File: src/rtl/adc_capture_ctrl.sv
// Capture sequencer for the AD9284 sample stream: circular pre-trigger fill,
// level/forced trigger, fixed post-trigger count, then freeze and report addresses.
module adc_capture_ctrl #(
  parameter int DATA_W = 8,
  parameter int ADDR_W = 10
) (
  input  logic              CLK,
  input  logic              RST,
  input  logic              arm,
  input  logic              force_trig,
  input  logic [DATA_W-1:0] trig_level,
  input  logic              trig_rising,
  input  logic [ADDR_W-1:0] pretrig_len,
  input  logic              rd_ack,
  input  logic              s_valid,
  input  logic [DATA_W-1:0] s_data,
  output logic              wr_en,
  output logic [ADDR_W-1:0] wr_addr,
  output logic [DATA_W-1:0] wr_data,
  output logic              busy,
  output logic              done,
  output logic [ADDR_W-1:0] trig_addr,
  output logic [ADDR_W-1:0] start_addr,
  output logic [2:0]        state_o
);

  typedef enum logic [2:0] {
    IDLE  = 3'd0,
    PRE   = 3'd1,
    ARMED = 3'd2,
    POST  = 3'd3,
    DONE  = 3'd4
  } state_t;

  state_t state, state_nx;

  logic [ADDR_W-1:0] ptr, ptr_nx;
  logic [ADDR_W-1:0] cnt, cnt_nx;
  logic [ADDR_W-1:0] plen, plen_nx;
  logic [ADDR_W-1:0] trig_addr_nx, start_addr_nx;
  logic [ADDR_W-1:0] wr_addr_nx;
  logic [DATA_W-1:0] lvl, lvl_nx;
  logic [DATA_W-1:0] prev, prev_nx;
  logic [DATA_W-1:0] wr_data_nx;
  logic              rising, rising_nx;
  logic              prev_valid, prev_valid_nx;
  logic              pend_force, pend_force_nx;
  logic              wr_en_nx;
  logic              take;
  logic              level_hit;
  logic              hit;
  logic [ADDR_W-1:0] post_len;

  // The write strobe, the counters and the reported addresses all advance on the same edge.
  always_ff @(posedge CLK or posedge RST) begin
    if (RST) begin
      state      <= IDLE;
      ptr        <= '0;
      cnt        <= '0;
      plen       <= '0;
      lvl        <= '0;
      rising     <= 1'b0;
      prev       <= '0;
      prev_valid <= 1'b0;
      pend_force <= 1'b0;
      wr_en      <= 1'b0;
      wr_addr    <= '0;
      wr_data    <= '0;
      trig_addr  <= '0;
      start_addr <= '0;
    end else begin
      state      <= state_nx;
      ptr        <= ptr_nx;
      cnt        <= cnt_nx;
      plen       <= plen_nx;
      lvl        <= lvl_nx;
      rising     <= rising_nx;
      prev       <= prev_nx;
      prev_valid <= prev_valid_nx;
      pend_force <= pend_force_nx;
      wr_en      <= wr_en_nx;
      wr_addr    <= wr_addr_nx;
      wr_data    <= wr_data_nx;
      trig_addr  <= trig_addr_nx;
      start_addr <= start_addr_nx;
    end
  end

  // DEPTH-1-plen is the bitwise complement of plen in ADDR_W bits.
  assign post_len  = ~plen;
  assign take      = s_valid && (state == PRE || state == ARMED || state == POST);
  assign level_hit = rising ? (prev_valid && prev <  lvl && s_data >= lvl)
                            : (prev_valid && prev >= lvl && s_data <  lvl);
  assign hit       = level_hit || pend_force || force_trig;

  always_comb begin
    state_nx      = state;
    ptr_nx        = ptr;
    cnt_nx        = cnt;
    plen_nx       = plen;
    lvl_nx        = lvl;
    rising_nx     = rising;
    prev_nx       = prev;
    prev_valid_nx = prev_valid;
    pend_force_nx = pend_force;
    wr_en_nx      = 1'b0;
    wr_addr_nx    = wr_addr;
    wr_data_nx    = wr_data;
    trig_addr_nx  = trig_addr;
    start_addr_nx = start_addr;

    if (arm) begin
      lvl_nx        = trig_level;
      rising_nx     = trig_rising;
      plen_nx       = pretrig_len;
      ptr_nx        = '0;
      cnt_nx        = '0;
      prev_valid_nx = 1'b0;
      pend_force_nx = 1'b0;
      state_nx      = (pretrig_len == '0) ? ARMED : PRE;
    end else begin
      if (take) begin
        wr_en_nx      = 1'b1;
        wr_addr_nx    = ptr;
        wr_data_nx    = s_data;
        ptr_nx        = ptr + 1'b1;
        prev_nx       = s_data;
        prev_valid_nx = 1'b1;
      end

      unique case (state)
        IDLE: ;
        PRE: begin
          if (force_trig) pend_force_nx = 1'b1;
          if (take) begin
            if (cnt + 1'b1 == plen) begin
              cnt_nx   = '0;
              state_nx = ARMED;
            end else begin
              cnt_nx = cnt + 1'b1;
            end
          end
        end
        ARMED: begin
          if (take && hit) begin
            trig_addr_nx  = ptr;
            start_addr_nx = ptr - plen;
            pend_force_nx = 1'b0;
            cnt_nx        = post_len;
            state_nx      = (post_len == '0) ? DONE : POST;
          end else if (force_trig) begin
            // A force pulse between samples is held so it is not lost.
            pend_force_nx = 1'b1;
          end
        end
        POST: begin
          if (take) begin
            cnt_nx = cnt - 1'b1;
            if (cnt == 1) state_nx = DONE;
          end
        end
        DONE: begin
          if (rd_ack) state_nx = IDLE;
        end
        default: state_nx = IDLE;
      endcase
    end
  end

  assign busy    = (state == PRE) || (state == ARMED) || (state == POST);
  assign done    = (state == DONE);
  assign state_o = state;

endmodule

File: config.mk
export PLATFORM = sky130hd
export DESIGN_NAME = adc_capture_ctrl
export DESIGN_NICKNAME = d
export VERILOG_FILES = /design/src/rtl/adc_capture_ctrl.sv
export SDC_FILE = /design/constraint.sdc
export NUM_CORES = 1
export LEC_CHECK = 0
export CAP_MARGIN = 30
export CORE_MARGIN = 2
export CORE_UTILIZATION = 25
export CTS_BUF_LIST = sky130_fd_sc_hd__clkbuf_8
export DETAILED_ROUTE_END_ITERATION = 10
export HOLD_SLACK_MARGIN = 0.03
export PLACE_DENSITY_LB_ADDON = 0.12
export SETUP_SLACK_MARGIN = 0.3
export SYNTH_ARGS = -nofsm -noshare
export SYNTH_HDL_FRONTEND = slang
export SYNTH_SLANG_ARGS = --single-unit
File: constraint.sdc
create_clock -name CLK -period 3.7 [get_ports CLK]
set_clock_uncertainty 0.05 [all_clocks]
set_input_delay 0.74 -clock CLK [delete_from_list [all_inputs] [get_ports CLK]]
set_output_delay 0.74 -clock CLK [all_outputs]
set_load 0.02 [all_outputs]
== Word-level counts from Yosys, hierarchy flattened ==
Cells that the tools add are included.
Storage, ports and cells
  register bits after elaboration: 83
  input bits: 33
  output and inout port bits: 44
  logic and storage cells: 83
Cells by class
  $add $sub $neg: 4
  $lt $le $gt $ge: 4
  equality and inequality tests: 13
  mux-type cells: 27
  bitwise logic cells: 2
  reductions and logical operators: 20
Operators by type and width (count)
  10-bit two-way mux: 7
  10-bit one-hot mux with 3 select lines: 1
  3-bit two-way mux: 8
  10-bit by 1-bit adder with 10-bit output, second input constant: 2
  10-bit zero test: 2
  8-bit greater-or-equal comparator: 2
  8-bit less-than comparator: 2
  3-bit one-hot mux with 5 select lines: 1
  10-bit by 1-bit equality test with 1-bit output, second input constant: 1
  10-bit equality test: 1
  10-bit NOT: 1
  10-bit by 1-bit subtractor with 10-bit output, second input constant: 1
  10-bit subtractor: 1
  3-bit by 2-bit inequality test with 1-bit output, second input constant: 3
  3-bit inequality test, second input constant: 3
  1-bit two-way mux: 8
  7-bit AND reduction: 1
  3-bit by 2-bit equality test with 1-bit output, second input constant: 2
  1-bit logical AND: 6
  1-bit logical OR: 4
  4-bit AND reduction: 1
  4-bit nonzero test: 1
  3-bit by 1-bit equality test with 1-bit output, second input constant: 1
  3-bit equality test, second input constant: 1
  9 further kinds: 9

== Longest topological paths before layout ==
Gate-level depths: netlist (run 1).
  depth after elaboration: 10
  depth in mapped cells: 11

== Worst setup path after synthesis (run 1) ==
No wires, ideal clock.
  path type: input -> register
  start point: input s_data[1]
  end point: register trig_addr[2]
  library setup time: 0.128 ns
  arrival time: 2.598 ns
  data required time: 3.522 ns
  path slack: 0.924 ns
  cell stages on the path: 8
  cells stage by stage: ha_1 > nor2b_1 > o31ai_1 > a21o_1 > a311o_1 > o211ai_4 > buf_6 > mux2_1
Between the ends
  longest elaborated chain between the ends: 7
RTL lines
  start: declaration: RTL line 16  | input logic [DATA_W-1:0] s_data,
  8-bit less-than comparator or 8-bit greater-or-equal comparator (tied branches): RTL line 93, 92
  1-bit logical AND (on tied branches): RTL line 93, 92
  1-bit two-way mux (*): RTL line 92  | assign level_hit = rising ? (prev_valid && prev < lvl && s_data >= lvl)
  1-bit logical OR (*) (2 in series): RTL line 94  | assign hit = level_hit || pend_force || force_trig;
  1-bit logical AND (*): RTL line 145  | if (take && hit) begin
  3-bit AND reduction (no line) (*)
  end signal: assignment: RTL line 84  | trig_addr <= trig_addr_nx;
  end: declaration: RTL line 22  | output logic [ADDR_W-1:0] trig_addr,
Every way passes the cells marked *; elsewhere a longest branch is shown, timed or not.
A chain may end at the register's enable or synchronous reset.

== Worst setup path after layout (run 1) ==
  start point: input s_data[5]
  end point: register cnt[9]
Between the ends
  longest elaborated chain between the ends: 8
RTL lines
  8-bit less-than comparator or 8-bit greater-or-equal comparator (tied branches): RTL line 93, 92
  1-bit logical AND (on tied branches): RTL line 93, 92
  1-bit two-way mux (*): RTL line 92
  1-bit logical OR (*) (2 in series): RTL line 94
  1-bit logical AND (*): RTL line 145
  3-bit by 2-bit inequality test with 1-bit output (no line) (*)
  4-bit AND reduction (no line) (*)
  end signal: assignment: RTL line 74  | cnt <= cnt_nx;
  end: declaration: RTL line 38  | logic [ADDR_W-1:0] cnt, cnt_nx;
Marks and branches as above.

==> results of run 1 <==
## metrics by stage
stage / area, um^2 / instances / hold WS, ps / util [%]
after global placement: 6160 / 858 / 420 / 30.5
after CTS: 6360 / 874 / 442 / 31.4
after floorplan: 5160 / 530 / 431 / -
after detailed placement: 6160 / 858 / 421 / 30.5
after global routing: 6360 / 874 / 465 / 31.4
final: 6360 / 874 / 430 / 31.4
## registers in the layout (all words and copies together) (netlist names)
register	count
state_o	3
pend_force	1
prev	8
wr_en	1
wr_addr	10
prev_valid	1
trig_addr	10
cnt	10
start_addr	10
lvl	8
plen	10
ptr	10
rising	1
## layout by cell type (no fill, tap or decap), types with 5 or more instances in the layout
| master | n |
|---|---|
| sky130_fd_sc_hd__xnor2_1 | 15 |
| sky130_fd_sc_hd__clkdlybuf4s50_1 | 75 |
| sky130_fd_sc_hd__nor2_1 | 30 |
| sky130_fd_sc_hd__a211oi_1 | 6 |
| sky130_fd_sc_hd__nand2_1 | 53 |
| sky130_fd_sc_hd__clkbuf_8 | 9 |
| sky130_fd_sc_hd__nor4_1 | 5 |
| sky130_fd_sc_hd__dfrtp_1 | 83 |
| sky130_fd_sc_hd__xor2_1 | 15 |
| sky130_fd_sc_hd__nor3_1 | 7 |
| sky130_fd_sc_hd__a21oi_1 | 21 |
| sky130_fd_sc_hd__mux2_2 | 29 |
| sky130_fd_sc_hd__buf_4 | 10 |
| sky130_fd_sc_hd__ha_1 | 29 |
| sky130_fd_sc_hd__o32ai_1 | 7 |
| sky130_fd_sc_hd__o21ai_0 | 44 |
| sky130_fd_sc_hd__a31oi_1 | 5 |
| sky130_fd_sc_hd__a21o_1 | 6 |
| sky130_fd_sc_hd__o31ai_1 | 5 |
| sky130_fd_sc_hd__or3_1 | 5 |
| sky130_fd_sc_hd__nand4_1 | 13 |
| sky130_fd_sc_hd__nand3_1 | 5 |
| sky130_fd_sc_hd__inv_1 | 38 |
## worst paths after layout
check	to	slack (ps)	cells after the start
worst max-delay path	cnt[9]	520	10
worst min-delay path	start_addr[9]	430	2
worst max register to register	cnt[1]	770	9
worst min register to register	start_addr[9]	430	2
max in group asynchronous	plen[1]	2130	3
min in group asynchronous	wr_addr[2]	590	2
## layout make-up
| type | count | area (um^2) | area share (%) |
|---|---|---|---|
| Clock buffer | 9 | 124 | 1.95 |
| Multi-Input combinational cell | 380 | 2770 | 43.5 |
| Tap cell | 270 | 338 | 5.31 |
| Timing Repair Buffer | 86 | 831 | 13.1 |
| Clock inverter | 7 | 75.1 | 1.18 |
| Inverter | 39 | 148 | 2.32 |
| Sequential cell | 83 | 2080 | 32.6 |
## worst register-to-register path: stages, from the launching register on
cell and delay (ps):
sky130_fd_sc_hd__dfrtp_1 550, sky130_fd_sc_hd__inv_1 180, sky130_fd_sc_hd__ha_1 360, sky130_fd_sc_hd__xor2_1 150
sky130_fd_sc_hd__nor2_1 180, sky130_fd_sc_hd__nand4_1 180, sky130_fd_sc_hd__nor4_4 500, sky130_fd_sc_hd__a21oi_4 230
sky130_fd_sc_hd__a221oi_1 340, sky130_fd_sc_hd__a211oi_1 80
## routing by layer
metal | wire length (um) | track usage (%) | vias up | share of wire (%)
li1 | - | - | 2050 | -
met1 | 7220 | 20.0 | 2098 | 47
met2 | 7160 | 22.8 | 108 | 47
met3 | 709 | 3.55 | 8 | 4.7
met4 | 140 | 3.17 | 0 | 0.92
met5 | 0 | 0 | - | 0
## cell families (layout without fill, tap and decap cells)
group,after synthesis,after routing,synth area share (%)
simple gates,152,152,15.4
compound gates,135,135,18.6
flops,83,83,40.3
buf+inv,67,141,6.06
mux,33,33,7.16
fa+ha+maj,30,30,7.42
xor+xnor,30,30,5.09
## power breakdown
part | switching (mW) | internal, mW
combinational | 0.957 | 0.757
clock | 0.380 | 0.315
sequential | 0.213 | 1.08
==> run_summary.xml, run 1 <==
<?xml version="1.0" encoding="UTF-8"?>
<metrics>
  <group name="status">
    <metric name="run_status" unit="">finished clean</metric>
  </group>
  <group name="yosys">
    <metric name="flop_and_latch_count_out_of_synthesis" unit="">83</metric>
    <metric name="async_flop_share" unit="%">100</metric>
    <metric name="synth.lib_cells_used.distinct" unit="">72</metric>
    <metric name="yosysWarnings" unit="">0</metric>
    <metric name="syn_area" unit="um^2">5160</metric>
    <metric name="synth_area_leader" unit="">sky130_fd_sc_hd__dfrtp_1</metric>
    <metric name="avgSynthCellArea" unit="um^2">9.73</metric>
    <metric name="count_of_flip_flops_with_a_built_in_enable_after_synthesis" unit="">0</metric>
    <metric name="netlist_top_cells_count" unit="">sky130_fd_sc_hd__dfrtp_1 (83), sky130_fd_sc_hd__nand2_1 (53), sky130_fd_sc_hd__o21ai_0 (44)</metric>
    <metric name="main_flop_type_after_synthesis" unit="">sky130_fd_sc_hd__dfrtp_1</metric>
    <metric name="post-synth-top-count-cell" unit="">sky130_fd_sc_hd__dfrtp_1</metric>
    <metric name="instance_count_of_the_mapped_netlist" unit="">530</metric>
    <metric name="synth_top_cells_by_area" unit="">sky130_fd_sc_hd__dfrtp_1 (40%), sky130_fd_sc_hd__ha_1 (7.0%), sky130_fd_sc_hd__mux2_2 (6.3%)</metric>
    <metric name="top_cell_type_s_share_of_synthesized_area" unit="%">40.3</metric>
    <metric name="post_syn_nets" unit="">593</metric>
    <metric name="ys_seq_area_share" unit="%">40.3</metric>
  </group>
  <group name="hold_path">
    <metric name="hold_class" unit="">flip-flop to flip-flop</metric>
    <metric name="timing.hold.worst.start" unit="">start_addr[9]</metric>
  </group>
  <group name="critical_path">
    <metric name="crit_path_max_fanout" unit="">12</metric>
    <metric name="cell_family_with_most_cp_delay" unit="">compound AO/OA/AOI/OAI gates</metric>
    <metric name="worst_r2r_startpoint" unit="">cnt[0]</metric>
    <metric name="crit_path_cell_trace" unit="">clkdlybuf4s50_1, ha_1, a21oi_1, o21ai_0, nor3b_1, a311o_1, o31ai_4, buf_4, or4_1, o311ai_0</metric>
    <metric name="critical_path_buffers_and_inverters" unit="">2</metric>
    <metric name="worst-setup-path-type" unit="">input port to flip-flop</metric>
    <metric name="start_kind" unit="">input port</metric>
    <metric name="critical-path-slowest-cell" unit="">sky130_fd_sc_hd__or4_1</metric>
    <metric name="slowest_delay" unit="ps">460</metric>
    <metric name="cp-startpoint" unit="">s_data[5]</metric>
    <metric name="type_of_destination_of_the_critical_path" unit="">flip-flop</metric>
    <metric name="critPathRequiredTime" unit="ps">3910</metric>
    <metric name="critical_path_arrival" unit="ps">3390</metric>
  </group>
  <group name="sta">
    <metric name="max_frequency" unit="MHz">315</metric>
    <metric name="finalCriticalPeriod" unit="ps">3180</metric>
    <metric name="timing.final.setup_violations" unit="">0</metric>
    <metric name="final_worst_path_cycle_share" unit="%">85.8</metric>
    <metric name="post-route-worst-setup-slack" unit="ps">524</metric>
    <metric name="timing.max_slew.rel_slack" unit="%">35.1</metric>
    <metric name="count_of_endpoints_failing_hold_in_the_final_timing_report" unit="">0</metric>
    <metric name="final-max-slew-violation-count" unit="">0</metric>
    <metric name="setup_repair_after_global_routing_missed_its_margin" unit="">no</metric>
    <metric name="setup_total_negative_slack" unit="ps">0</metric>
    <metric name="tightest_slew" unit="ps">961</metric>
  </group>
  <group name="placement">
    <metric name="pre_cts_ws" unit="ps">149</metric>
    <metric name="place.port_buffers" unit="">76</metric>
    <metric name="gp_congestion" unit="">0.811</metric>
    <metric name="detailed_place_hpwl" unit="um">11300</metric>
  </group>
  <group name="route">
    <metric name="wire_per_inst" unit="um">17.4</metric>
    <metric name="viasPerCell" unit="">4.88</metric>
    <metric name="num_vias" unit="">4264</metric>
    <metric name="drt_pass1_iterations" unit="">5</metric>
    <metric name="detail_route.drc_violations" unit="">0</metric>
    <metric name="wirelength" unit="um">15200</metric>
    <metric name="drt_first_iter_violations" unit="">268</metric>
    <metric name="antenna_violating_nets_post_route" unit="">0</metric>
  </group>
  <group name="global_route">
    <metric name="pin_count_of_the_biggest_net_entering_global_routing" unit="">47</metric>
    <metric name="grt_pass1_vias" unit="">4333</metric>
    <metric name="grt-ovfl-total" unit="">0</metric>
    <metric name="grt.total_usage" unit="%">14.4</metric>
    <metric name="grt_antenna_before_repair" unit="">0</metric>
    <metric name="grt_first_pass_wirelength" unit="um">24400</metric>
  </group>
  <group name="final_layout">
    <metric name="drive_above_1_share" unit="%">12.4</metric>
    <metric name="nFillCells" unit="">2102</metric>
    <metric name="insertedDiodeCount" unit="">0</metric>
    <metric name="syn2layout_area_growth" unit="%">23.4</metric>
    <metric name="layout.nets" unit="">662</metric>
  </group>
  <group name="clock_tree">
    <metric name="clkSinkCount" unit="">83</metric>
    <metric name="clock_latency" unit="ps">380</metric>
    <metric name="clock_tree_from_tritoncts" unit="">yes</metric>
    <metric name="cts.hold.buffers_added" unit="">0</metric>
    <metric name="tritoncts.num_buffers" unit="">9</metric>
    <metric name="cts.root.buffer_cell" unit="">sky130_fd_sc_hd__clkbuf_8</metric>
    <metric name="htree_levels" unit="">3</metric>
    <metric name="cts_setup_buffers" unit="">0</metric>
    <metric name="post_cts_gate_resize_count" unit="">0</metric>
    <metric name="max-clock-path-buffers" unit="">2</metric>
    <metric name="clk_pin_slew" unit="ps">90</metric>
  </group>
  <group name="pwr">
    <metric name="cellLeakagePower" unit="nW">2.65</metric>
    <metric name="p_per_area" unit="nW/um^2">582</metric>
    <metric name="largest_vdd_supply_drop" unit="mV">0.241</metric>
    <metric name="fin_total_pwr" unit="mW">3.70</metric>
  </group>
  <group name="die">
    <metric name="design.core.area" unit="um^2">20200</metric>
    <metric name="die_height" unit="um">148</metric>
    <metric name="chipWidth" unit="um">148</metric>
    <metric name="dieArea" unit="um^2">21800</metric>
    <metric name="io_pins" unit="">77</metric>
    <metric name="starting_density" unit="%">25.5</metric>
    <metric name="rows" unit="">52</metric>
  </group>
  <group name="job">
    <metric name="maxCapViolations" unit="">0</metric>
  </group>
</metrics>
Power figures use the tool's default switching activity.
==> run 2: changes to the inputs <==
- CORE_UTILIZATION: 25 -> 57
==> run 2 against run 1 <==
Flip-flop and latch count stayed put. Total power is 1.1% lower. Final area is 3.4% lower. Non-clock buffer count is 4 lower. Maximum frequency is 1.2% higher. Wire length is 14% lower. Register-to-register slack better by 20 ps. Sequential power hardly changed. Cell count is 19% lower. Die area is 55% lower. Via count is 0.77% higher. Clock power is 0.6% higher. Critical path type unchanged. Largest power group unchanged. Highest routed layer unchanged.
==> run_summary.xml, run 2 (synthesized netlist as in run 1, its figures left out) <==
<?xml version="1.0" encoding="UTF-8"?>
<metrics>
  <group name="sta">
    <metric name="setup_repair_after_global_routing_missed_its_margin" unit="">no</metric>
    <metric name="final_worst_path_cycle_share" unit="%">84.8</metric>
    <metric name="max_frequency" unit="MHz">319</metric>
    <metric name="final-max-slew-violation-count" unit="">0</metric>
    <metric name="timing.final.setup_violations" unit="">0</metric>
    <metric name="tightest_slew" unit="ps">843</metric>
    <metric name="finalCriticalPeriod" unit="ps">3140</metric>
    <metric name="count_of_endpoints_failing_hold_in_the_final_timing_report" unit="">0</metric>
    <metric name="setup_total_negative_slack" unit="ps">0</metric>
    <metric name="timing.max_slew.rel_slack" unit="%">43.1</metric>
  </group>
  <group name="route">
    <metric name="wl_met2" unit="um">6310</metric>
    <metric name="met3RoutedLength" unit="um">677</metric>
    <metric name="antenna_violating_nets_post_route" unit="">0</metric>
    <metric name="wirelength" unit="um">13000</metric>
    <metric name="drt_first_iter_violations" unit="">176</metric>
    <metric name="drt_pass1_iterations" unit="">4</metric>
    <metric name="wire_per_inst" unit="um">18.4</metric>
    <metric name="viasPerCell" unit="">6.07</metric>
    <metric name="detail_route.drc_violations" unit="">0</metric>
    <metric name="top_layer_used" unit="">met4</metric>
    <metric name="routed_length_on_met1" unit="um">5870</metric>
    <metric name="num_vias" unit="">4297</metric>
  </group>
  <group name="pwr">
    <metric name="largest_vdd_supply_drop" unit="mV">0.396</metric>
    <metric name="p_per_area" unit="nW/um^2">596</metric>
    <metric name="cellLeakagePower" unit="nW">2.64</metric>
    <metric name="fin_total_pwr" unit="mW">3.66</metric>
  </group>
  <group name="critical_path">
    <metric name="cell_family_with_most_cp_delay" unit="">compound AO/OA/AOI/OAI gates</metric>
    <metric name="start_kind" unit="">input port</metric>
    <metric name="critPathRequiredTime" unit="ps">3900</metric>
    <metric name="slowest_delay" unit="ps">550</metric>
    <metric name="type_of_destination_of_the_critical_path" unit="">flip-flop</metric>
    <metric name="critical_path_arrival" unit="ps">3340</metric>
    <metric name="crit_path_max_fanout" unit="">12</metric>
    <metric name="worst-setup-path-type" unit="">input port to flip-flop</metric>
    <metric name="crit_path_cell_trace" unit="">clkdlybuf4s50_1, ha_1, nand2_1, o21ai_0, nor3b_1, a311o_1, o31ai_4, a21oi_1, o311ai_0</metric>
    <metric name="critical-path-slowest-cell" unit="">sky130_fd_sc_hd__o31ai_4</metric>
    <metric name="critical_path_buffers_and_inverters" unit="">1</metric>
  </group>
  <group name="die">
    <metric name="starting_density" unit="%">58.9</metric>
    <metric name="chipWidth" unit="um">99.1</metric>
    <metric name="rows" unit="">34</metric>
    <metric name="io_pins" unit="">77</metric>
    <metric name="die_height" unit="um">99.1</metric>
    <metric name="dieArea" unit="um^2">9820</metric>
    <metric name="design.core.area" unit="um^2">8760</metric>
  </group>
  <group name="clock_tree">
    <metric name="clk_pin_slew" unit="ps">90</metric>
    <metric name="htree_levels" unit="">3</metric>
    <metric name="cts.root.buffer_cell" unit="">sky130_fd_sc_hd__clkbuf_8</metric>
    <metric name="max-clock-path-buffers" unit="">2</metric>
    <metric name="clkSinkCount" unit="">83</metric>
    <metric name="clock_tree_from_tritoncts" unit="">yes</metric>
    <metric name="tritoncts.num_buffers" unit="">9</metric>
    <metric name="cts.hold.buffers_added" unit="">0</metric>
    <metric name="cts_setup_buffers" unit="">0</metric>
    <metric name="post_cts_gate_resize_count" unit="">0</metric>
    <metric name="clock_latency" unit="ps">370</metric>
  </group>
  <group name="final_layout">
    <metric name="layout.nets" unit="">658</metric>
    <metric name="final_cell_mix" unit="">sky130_fd_sc_hd__dfrtp_1 (83), sky130_fd_sc_hd__clkdlybuf4s50_1 (75), sky130_fd_sc_hd__nand2_1 (53)</metric>
    <metric name="insertedDiodeCount" unit="">0</metric>
    <metric name="layout.cells.most_common" unit="">sky130_fd_sc_hd__dfrtp_1</metric>
    <metric name="drive_above_1_share" unit="%">11.8</metric>
    <metric name="syn2layout_area_growth" unit="%">19.2</metric>
  </group>
  <group name="placement">
    <metric name="detailed_place_hpwl" unit="um">9530</metric>
    <metric name="gp_congestion" unit="">0.899</metric>
    <metric name="place.port_buffers" unit="">76</metric>
  </group>
  <group name="global_route">
    <metric name="grt_first_pass_wirelength" unit="um">21800</metric>
    <metric name="grt_pass1_vias" unit="">4387</metric>
    <metric name="grt_antenna_before_repair" unit="">0</metric>
    <metric name="grt.total_usage" unit="%">27.8</metric>
    <metric name="pin_count_of_the_biggest_net_entering_global_routing" unit="">48</metric>
    <metric name="grt-ovfl-total" unit="">0</metric>
  </group>
  <group name="hold_path">
    <metric name="hold_class" unit="">flip-flop to flip-flop</metric>
  </group>
  <group name="status">
    <metric name="run_status" unit="">finished clean</metric>
  </group>
  <group name="job">
    <metric name="maxCapViolations" unit="">0</metric>
  </group>
</metrics>
run 2: final cells by class:
class / count / area [um^2]
fillers: 689 / 2620
clock buffers: 9 / 124
clock inverters: 7 / 80.1
repair buffers: 82 / 813
well taps: 108 / 135
flip-flops and latches: 83 / 2080
multi-input cells: 380 / 2770
inverters: 39 / 148
run 2: per-layer routing:
metal | vias to the layer above | track usage, %
met5 | - | 0
met4 | 0 | 8.32
met3 | 17 | 5.34
met2 | 130 | 46.0
met1 | 2109 | 37.5
li1 | 2041 | -
run 2: worst reg2reg max path: stages (launching register included):
cell and delay [ps]:
sky130_fd_sc_hd__dfrtp_1 540, sky130_fd_sc_hd__ha_1 450, sky130_fd_sc_hd__inv_1 180, sky130_fd_sc_hd__a211oi_1 240, sky130_fd_sc_hd__nor4_1 70, sky130_fd_sc_hd__a211o_1 390
sky130_fd_sc_hd__a21oi_4 450, sky130_fd_sc_hd__a21oi_1 130, sky130_fd_sc_hd__o311ai_0 310
run 2: path summary, 6_finish.rpt:
| kind | from | slack [ps] | end | depth (start not counted) |
|---|---|---|---|---|
| max | s_data[6] | 560 | cnt[9] | 9 |
| min | start_addr[8] | 430 | start_addr[8] | 2 |
| max in group asynchronous | RST | 2200 | plen[4] | 3 |
| min in group asynchronous | RST | 720 | wr_addr[2] | 2 |
| min reg2reg | start_addr[8] | 430 | start_addr[8] | 2 |
| max reg2reg | cnt[0] | 790 | cnt[9] | 8 |
run 2: per-stage QoR:
stage               cell area, um^2  setup WS, ps  instances  utilization [%]  hold WS (ps)
finish                         6150           563        708             70.1           432
global route                   6150           343        708             70.1           474
CTS                            6150           595        708             70.1           438
detailed placement             5940           223        692             67.8           415
global placement               5940           350        692             67.8           410
floorplan                      5160           773        530                -           431
run 2: report_power, final:
group          switching (mW)  total, mW  internal, mW
clock network           0.377      0.700         0.323
registers               0.200       1.28          1.08
logic                   0.936       1.68         0.746
total                    1.51       3.66          2.15
==> run 3: changes to the inputs <==
- CORE_UTILIZATION: 57 -> 51
- clock period: 3.7 -> 2.6 ns (I/O delays scaled with it)
==> run 3 against run 2 <==
The flow now finishes with violations (negative setup slack). Largest power group unchanged. Global-route usage down 1.5 points. First-iteration DRC count decreased by 6.3%. Flip-flop and latch count stayed put. Total power is 62% higher. Wire length grew 6.7%. Final area rose by 14%. Non-clock buffer count is 56 higher.
==> run_summary.xml, run 3 (synthesized netlist as in run 1, its figures left out) <==
<?xml version="1.0" encoding="UTF-8"?>
<metrics>
  <group name="route">
    <metric name="detail_route.drc_violations" unit="">0</metric>
    <metric name="antenna_violating_nets_post_route" unit="">0</metric>
    <metric name="drt_first_iter_violations" unit="">165</metric>
    <metric name="viasPerCell" unit="">5.66</metric>
    <metric name="num_vias" unit="">4463</metric>
    <metric name="wirelength" unit="um">13900</metric>
    <metric name="drt_pass1_iterations" unit="">4</metric>
    <metric name="wire_per_inst" unit="um">17.6</metric>
  </group>
  <group name="die">
    <metric name="die_height" unit="um">105</metric>
    <metric name="chipWidth" unit="um">105</metric>
    <metric name="starting_density" unit="%">52.8</metric>
    <metric name="rows" unit="">36</metric>
    <metric name="design.core.area" unit="um^2">9770</metric>
    <metric name="dieArea" unit="um^2">10900</metric>
    <metric name="io_pins" unit="">77</metric>
  </group>
  <group name="critical_path">
    <metric name="worst-setup-path-type" unit="">input port to flip-flop</metric>
    <metric name="crit_path_max_fanout" unit="">11</metric>
    <metric name="minimum_setup_slack_among_reg_to_reg_paths" unit="ps">-100</metric>
    <metric name="crit_path_cell_trace" unit="">clkdlybuf4s50_1, ha_1, nand4_1, a21o_1, a311o_2, buf_4, o211ai_4, buf_12, mux2_2</metric>
    <metric name="critical_path_buffers_and_inverters" unit="">3</metric>
    <metric name="crit-reg2reg-capture" unit="">trig_addr[5]</metric>
    <metric name="slowest_delay" unit="ps">440</metric>
    <metric name="critPathRequiredTime" unit="ps">2810</metric>
    <metric name="worst_r2r_path_depth" unit="">11</metric>
    <metric name="critical-path-slowest-cell" unit="">sky130_fd_sc_hd__clkdlybuf4s50_1</metric>
    <metric name="critical_path_arrival" unit="ps">2940</metric>
    <metric name="cell_family_with_most_cp_delay" unit="">compound AO/OA/AOI/OAI gates</metric>
    <metric name="start_kind" unit="">input port</metric>
    <metric name="worst_r2r_startpoint" unit="">lvl[3]</metric>
    <metric name="type_of_destination_of_the_critical_path" unit="">flip-flop</metric>
  </group>
  <group name="sta">
    <metric name="post-route-worst-setup-slack" unit="ps">-128</metric>
    <metric name="finalCriticalPeriod" unit="ps">2730</metric>
    <metric name="timing.max_slew.rel_slack" unit="%">55.2</metric>
    <metric name="final_worst_path_cycle_share" unit="%">105</metric>
    <metric name="setup_repair_after_global_routing_missed_its_margin" unit="">yes</metric>
    <metric name="setup_total_negative_slack" unit="ps">-1310</metric>
    <metric name="max_frequency" unit="MHz">367</metric>
    <metric name="timing.final.setup_violations" unit="">20</metric>
    <metric name="final-max-slew-violation-count" unit="">0</metric>
    <metric name="count_of_endpoints_failing_hold_in_the_final_timing_report" unit="">0</metric>
    <metric name="tightest_slew" unit="ps">671</metric>
  </group>
  <group name="final_layout">
    <metric name="final-instance-count-excl-fill" unit="">789</metric>
    <metric name="utilization" unit="%">71.8</metric>
    <metric name="insertedDiodeCount" unit="">0</metric>
    <metric name="nFillCells" unit="">760</metric>
    <metric name="layout.nets" unit="">714</metric>
    <metric name="final_cell_mix" unit="">sky130_fd_sc_hd__dfrtp_1 (75), sky130_fd_sc_hd__clkdlybuf4s50_1 (68), sky130_fd_sc_hd__nand2_1 (52)</metric>
    <metric name="syn2layout_area_growth" unit="%">36.0</metric>
    <metric name="multi_input_gate_area_in_the_final_layout" unit="um^2">3060</metric>
    <metric name="final-seq-area" unit="um^2">2090</metric>
    <metric name="drive_above_1_share" unit="%">27.0</metric>
    <metric name="layout.cells.most_common" unit="">sky130_fd_sc_hd__dfrtp_1</metric>
  </group>
  <group name="global_route">
    <metric name="grt_antenna_before_repair" unit="">0</metric>
    <metric name="grt-ovfl-total" unit="">0</metric>
    <metric name="grt_pass1_vias" unit="">4575</metric>
    <metric name="grt_first_pass_wirelength" unit="um">22900</metric>
    <metric name="grt.total_usage" unit="%">26.3</metric>
    <metric name="pin_count_of_the_biggest_net_entering_global_routing" unit="">73</metric>
  </group>
  <group name="job">
    <metric name="maxCapViolations" unit="">0</metric>
  </group>
  <group name="placement">
    <metric name="place.detailed.instances" unit="">759</metric>
    <metric name="place.port_buffers" unit="">76</metric>
    <metric name="gp_congestion" unit="">0.922</metric>
    <metric name="detailed_place_hpwl" unit="um">10000</metric>
    <metric name="pre_cts_ws" unit="ps">-489</metric>
  </group>
  <group name="clock_tree">
    <metric name="htree_levels" unit="">3</metric>
    <metric name="clock_tree_from_tritoncts" unit="">yes</metric>
    <metric name="max-clock-path-buffers" unit="">2</metric>
    <metric name="tritoncts.num_buffers" unit="">9</metric>
    <metric name="cts.hold.buffers_added" unit="">0</metric>
    <metric name="clkSinkCount" unit="">83</metric>
    <metric name="clock_latency" unit="ps">370</metric>
    <metric name="clk_pin_slew" unit="ps">90</metric>
    <metric name="cts.root.buffer_cell" unit="">sky130_fd_sc_hd__clkbuf_8</metric>
  </group>
  <group name="hold_path">
    <metric name="hold_class" unit="">input port to flip-flop</metric>
    <metric name="timing.hold.worst_endpoint" unit="">prev[0]</metric>
    <metric name="timing.hold.worst.start" unit="">s_data[0]</metric>
    <metric name="min_path_cells" unit="">3</metric>
  </group>
  <group name="status">
    <metric name="run_status" unit="">finished with violations</metric>
    <metric name="violations" unit="">negative setup slack</metric>
  </group>
  <group name="pwr">
    <metric name="largest_vdd_supply_drop" unit="mV">0.570</metric>
    <metric name="fin_total_pwr" unit="mW">5.92</metric>
    <metric name="p_per_area" unit="nW/um^2">844</metric>
    <metric name="cellLeakagePower" unit="nW">3.06</metric>
  </group>
</metrics>
[run 3: changes by cell type in the layout (fill, tap and decap cells not counted), sizes merged]
| cell | change |
|---|---|
| bufinv | +1 |
| dlymetal6s2s | +7 |
| inv | -1 |
| buf | +56 |
| clkdlybuf4s50 | -7 |
[run 3: worst max path at each step]
stage | start | end | slack (ps) | depth (start not counted)
global route | lvl[2] | state_o[1] | -180 | 10
global placement | s_data[1] | trig_addr[3] | -450 | 9
floorplan | prev[2] | trig_addr[2] | 20 | 8
CTS | lvl[2] | state_o[1] | -50 | 10
detailed placement | s_data[1] | state_o[1] | -490 | 10
finish | s_data[4] | trig_addr[5] | -130 | 9
[run 3: power by group]
part | switching (mW) | internal (mW) | total [mW]
Combinational | 1.54 | 1.48 | 3.02
Clock | 0.523 | 0.552 | 1.07
Sequential | 0.271 | 1.55 | 1.82
[run 3: through the flow]
stage	hold WS, ps	instance area, um^2
detailed placement	427	6440
floorplan	429	5270
finish	358	7010
global placement	411	6440
global route	352	7010
CTS	447	6850
[run 3: what timing repair did]
item	CTS	global route
setup endpoints to repair	35	36
gates resized for setup	28	31
pin swaps	16	18
buffers inserted	10	4
[run 3: area by class of cell]
type / instances / area share (%)
Inverter: 39 / 2.14
Clock buffer: 9 / 1.77
Timing Repair Buffer: 138 / 18.9
Tap cell: 133 / 2.37
Multi-Input combinational cell: 380 / 43.6
Clock inverter: 7 / 1.41
Sequential cell: 83 / 29.8
[run 3: metal layers]
metal,GRT usage [%],up-vias,part of all wire [%]
li1,-,2157,-
met1,35.1,2133,45
met2,42.4,139,48
met3,5.12,34,5.2
met4,9.75,0,2.7
met5,0,-,0
[run 3: tightest hold or removal path: stages]
cell and delay [ps]:
sky130_fd_sc_hd__dlymetal6s2s_1 100, sky130_fd_sc_hd__nand2_1 50, sky130_fd_sc_hd__o21ai_0 60
